--- config.mk ---
export PLATFORM = sky130hd
export DESIGN_NAME = sequence_player
export DESIGN_NICKNAME = d
export VERILOG_FILES = /design/src/rtl/sequence_player.sv
export SDC_FILE = /design/constraint.sdc
export NUM_CORES = 1
export LEC_CHECK = 0
export CAP_MARGIN = 20
export CORE_ASPECT_RATIO = 1.25
export CORE_UTILIZATION = 58
export DETAILED_ROUTE_END_ITERATION = 8
export GPL_TIMING_DRIVEN = 0
export PLACE_DENSITY = 0.84
export SLEW_MARGIN = 10
export SYNTH_ARGS = -nofsm -noshare
export SYNTH_HDL_FRONTEND = slang
export SYNTH_SLANG_ARGS = --single-unit
--- constraint.sdc ---
create_clock -name clock -period 3.8 [get_ports clock]
set_input_delay 1.14 -clock clock [delete_from_list [all_inputs] [get_ports clock]]
set_output_delay 1.14 -clock clock [all_outputs]
set_load 0.01 [all_outputs]
--- src/rtl/sequence_player.sv ---
// Playback sequencer for the LED memory game: walks the pattern ROM from 0 to a
// captured last index, showing each pattern for ON_CYCLES then blanking for OFF_CYCLES.
module sequence_player #(
    parameter int unsigned ON_CYCLES  = 1000,
    parameter int unsigned OFF_CYCLES = 500,
    parameter int unsigned CNT_W      = 16
) (
    input  logic       clock,
    input  logic       reset_n,
    input  logic       iniciar,
    input  logic [3:0] limite,
    input  logic [3:0] rom_data,
    output logic [3:0] rom_address,
    output logic [3:0] leds,
    output logic       ocupado,
    output logic       pronto,
    output logic [3:0] indice
);

    localparam logic [2:0] S_IDLE  = 3'd0;
    localparam logic [2:0] S_FETCH = 3'd1;
    localparam logic [2:0] S_LOAD  = 3'd2;
    localparam logic [2:0] S_ON    = 3'd3;
    localparam logic [2:0] S_OFF   = 3'd4;
    localparam logic [2:0] S_DONE  = 3'd5;

    localparam logic [CNT_W-1:0] ON_LAST  = CNT_W'(ON_CYCLES - 1);
    localparam logic [CNT_W-1:0] OFF_LAST = CNT_W'(OFF_CYCLES - 1);

    logic [2:0]       state, state_n;
    logic [CNT_W-1:0] cnt, cnt_n;
    logic [3:0]       lim_r, lim_n;
    logic [3:0]       idx_n;
    logic [3:0]       leds_n;
    logic             ocupado_n;
    logic             pronto_n;

    // State and output registers; rom_address shadows indice
    always_ff @(posedge clock or negedge reset_n) begin
        if (!reset_n) begin
            state       <= S_IDLE;
            cnt         <= '0;
            lim_r       <= '0;
            indice      <= '0;
            rom_address <= '0;
            leds        <= '0;
            ocupado     <= 1'b0;
            pronto      <= 1'b0;
        end else begin
            state       <= state_n;
            cnt         <= cnt_n;
            lim_r       <= lim_n;
            indice      <= idx_n;
            rom_address <= idx_n;
            leds        <= leds_n;
            ocupado     <= ocupado_n;
            pronto      <= pronto_n;
        end
    end

    // Next-state and next-output logic
    always_comb begin
        state_n   = state;
        cnt_n     = cnt;
        lim_n     = lim_r;
        idx_n     = indice;
        leds_n    = leds;
        ocupado_n = ocupado;
        pronto_n  = 1'b0;

        case (state)
            S_IDLE: begin
                leds_n    = 4'b0000;
                ocupado_n = 1'b0;
                if (iniciar) begin
                    lim_n     = limite;
                    idx_n     = 4'd0;
                    ocupado_n = 1'b1;
                    state_n   = S_FETCH;
                end
            end
            S_FETCH: begin
                leds_n  = 4'b0000;
                state_n = S_LOAD;
            end
            S_LOAD: begin
                leds_n  = rom_data;
                cnt_n   = '0;
                state_n = S_ON;
            end
            S_ON: begin
                if (cnt == ON_LAST) begin
                    leds_n  = 4'b0000;
                    cnt_n   = '0;
                    state_n = S_OFF;
                end else begin
                    cnt_n = cnt + CNT_W'(1);
                end
            end
            S_OFF: begin
                leds_n = 4'b0000;
                if (cnt == OFF_LAST) begin
                    cnt_n = '0;
                    if (indice == lim_r) begin
                        pronto_n = 1'b1;
                        state_n  = S_DONE;
                    end else begin
                        idx_n   = 4'(indice + 4'd1);
                        state_n = S_FETCH;
                    end
                end else begin
                    cnt_n = cnt + CNT_W'(1);
                end
            end
            S_DONE: begin
                leds_n    = 4'b0000;
                ocupado_n = 1'b0;
                state_n   = S_IDLE;
            end
            default: begin
                leds_n    = 4'b0000;
                ocupado_n = 1'b0;
                state_n   = S_IDLE;
            end
        endcase
    end

endmodule

==> results.json <==
{
  "ys_seq_elements": 33,
  "antennaDiodeCount": 0,
  "synth_top_family_by_area": "simple AND/OR/NAND/NOR gates",
  "dpl_cell_area_sq_um": 2080,
  "hold_depth": 2,
  "clock_skew_ns": 0.0107,
  "synth.top_cell.area_share_pct": 46.0,
  "whs_ns": 0.537,
  "seq_area_sq_um": 826,
  "worstPathArrival_ns": 2.93,
  "fin_crit_ns": 2.70,
  "tightestPinTransition_ns": 0.970,
  "nFillCells": 221,
  "synth_cells": 185,
  "clock_latency_ns": 0.35,
  "ff2ff_setup_slack_ns": 1.42,
  "dp_hpwl_mm": 2.54,
  "synth_area_per_cell_sq_um": 9.71,
  "gr-total-overflow": 0,
  "reg2reg_depth": 6,
  "r2r-end": "cnt[14]",
  "cts.sinks": 33,
  "globalplace.congestion": 0.807,
  "synthMuxAreaShare_pct": 4.18,
  "syn2layout_area_growth_pct": 18.7,
  "cp_max_fo": 7,
  "htreeDepth": 2,
  "die_w_um": 51.8,
  "start_util_pct": 61.0,
  "setup.worst_path.end_class": "flip-flop",
  "port_buffers": 24,
  "synthSimpleGateAreaFrac_pct": 24.3,
  "setup_violations": 0,
  "syn_nets": 198,
  "cts_hold_buf": 0,
  "cap_violations": 0,
  "grt_pass1_wl_mm": 6.16,
  "core_area_sq_um": 2950,
  "leakage_uw": 0.000998,
  "finalSetupTns_ns": 0,
  "yosys-top-cells-area": "dfrtp_1 46%, o21ai_0 5.3%, nand2_1 4.0%",
  "synth_warnings": 0,
  "required_ns": 4.03,
  "slowest_delay_ns": 0.75,
  "path_class": "in2reg",
  "outcome": "completed",
  "cp_cell_sequence": "clkdlybuf4s50_1, nand2b_1, nor3_1, mux2_2",
  "timing.final.crit_share_pct": 71.0,
  "wl_mm": 3.51,
  "dieArea_sq_um": 3320,
  "rr_startpoint": "cnt[3]",
  "grt_pass1_vias": 1450,
  "vias_per_cell": 5.93,
  "hp-class": "reg2reg",
  "io_pins": 25,
  "numCtsBuffers": 5,
  "ys_types": 40,
  "clk_pin_slew_ns": 0.09,
  "clock_path_buffers": 2,
  "final_area_sq_um": 2130,
  "synth.cell_area_sq_um": 1800,
  "finalHoldViolCount": 0,
  "pwr_density_cell_nw_per_um2": 282,
  "cts_tree": "yes",
  "synth_compound_area_share_pct": 15.7,
  "drc": 0,
  "relSlewSlack_pct": 34.8,
  "num_rows": 22,
  "postCtsSetupBuffers": 0,
  "nets": 229,
  "grt_use_total_pct": 25.4,
  "ant_nets": 0,
  "timing.hold.worst.start": "cnt[8]",
  "ys_seq_area_share_pct": 46.0,
  "drt_first_iter_violations": 30,
  "vias": 1494,
  "ir_drop_uv": 302,
  "multi_input_area_sq_um": 880,
  "layout_commonest_cell": "dfrtp_1",
  "cts-root-buf": "clkbuf_4",
  "yosysTopAreaCell": "dfrtp_1",
  "layout_common_cells": "33 x dfrtp_1, 23 x clkdlybuf4s50_1, 19 x nand2_1, 19 x o21ai_0, 13 x nand3_1",
  "antenna_found_initial": 0,
  "final_max_slew_viol_count": 0,
  "grt_max_degree": 34,
  "synth_xor_xnor_area_share_pct": 3.41,
  "fmax_mhz": 371,
  "cts_resized": 0,
  "drive_above_1_share_pct": 11.6,
  "wl_per_cell_um": 13.9,
  "drtPass1Iterations": 4,
  "min_to": "cnt[8]",
  "synth-adder-area-share_pct": 1.39,
  "critPathLaunchType": "primary input",
  "cp_slowest_cell": "nor3_1",
  "die_h_um": 64.2,
  "rsz0062_at_grt": "no"
}
==> cell type report <==
type	instances	area share, %
multi-input combinational	138	41.3
sequential	33	38.8
timing repair buffer	24	11.0
buffer	8	3.17
clock buffer	7	2.58
tap	36	2.11
inverter	6	1.06
==> power breakdown <==
group	leakage [uW]	total (uW)	internal (uW)	switching [uW]
logic	0.000573	39.0	22.8	16.2
clock network	0.0000314	201	87.2	114
registers	0.000393	360	356	4.11
total	0.000998	600	466	134
==> cells by family (layout without fill, tap and decap cells) <==
group / Yosys count / in the layout
AO/OA/AOI/OAI: 46 / 46
XOR/XNOR: 7 / 7
adder cells (fa/ha/maj): 2 / 2
buffers and inverters: 14 / 45
flip-flops: 33 / 33
multiplexers: 7 / 7
AND/OR/NAND/NOR: 76 / 76
==> flip-flops by register name, summed over array words and instances, names as in the netlist <==
name	cells
cnt	16
pronto	1
state	3
indice	4
leds	4
ocupado	1
lim_r	4
==> layer usage <==
metal	share of wire (%)	wire length, um	up-vias	GRT usage, %
met5	0	0	-	0
met4	2.7	93	0	14.5
met3	4.6	161	9	7.14
met2	50	1760	35	42.4
met1	43	1490	717	28.3
li1	-	-	733	-
==> synthesized netlist by cell type <==
| library cell | n |
|---|---|
| nand2_1 | 19 |
| nor4_4 | 1 |
| a22oi_1 | 1 |
| and4_1 | 2 |
| nor2b_1 | 1 |
| xnor2_1 | 4 |
| buf_2 | 1 |
| and3_1 | 3 |
| mux2i_1 | 3 |
| nand2b_1 | 2 |
| mux2_2 | 4 |
| nand3b_1 | 1 |
| clkbuf_8 | 1 |
| buf_6 | 1 |
| o41ai_1 | 1 |
| a211oi_1 | 2 |
| buf_4 | 5 |
| a31oi_1 | 2 |
| nand4_1 | 2 |
| a21oi_1 | 10 |
| nor4_1 | 2 |
| ha_1 | 2 |
| o221a_4 | 1 |
| o22ai_1 | 2 |
| or4_4 | 1 |
| nor2_1 | 7 |
| nand3_1 | 13 |
| and3b_1 | 1 |
| nand4_2 | 1 |
| a21o_1 | 8 |
| o21ai_0 | 19 |
| inv_1 | 6 |
| and3_2 | 1 |
| or3_1 | 4 |
| nor3b_1 | 8 |
| xor2_1 | 3 |
| and2_1 | 2 |
| dfrtp_1 | 33 |
| nor3_1 | 4 |
| or3_2 | 1 |
==> critical path: cells and delay by family <==
family                 cells  cell delay, ns
multiplexers               1            0.42
AND/OR/NAND/NOR            2            0.84
buffers and inverters      1            0.52
==> worst max-delay path by stage <==
stage / end / cells past startpoint / slack (ns) / start
2_1_floorplan: lim_r[0] / 3 / 1.61 / iniciar
3_3_place_gp: lim_r[2] / 4 / 0.84 / iniciar
3_5_place_dp: lim_r[0] / 4 / 0.74 / iniciar
4_1_cts: lim_r[3] / 4 / 1.10 / iniciar
5_1_grt: indice[0] / 6 / 0.95 / iniciar
6_report: lim_r[3] / 4 / 1.10 / iniciar
==> stage by stage <==
stage	total power (uW)	worst slack [ns]	util, %	cells
after floorplan	379	1.61	-	185
after global placement	406	0.844	70.6	245
after detailed placement	407	0.739	70.5	245
after CTS	606	1.10	72.3	252
after global routing	621	0.954	72.3	252
final	600	1.10	72.3	252
Note: power is estimated with default switching activity, not from simulation.
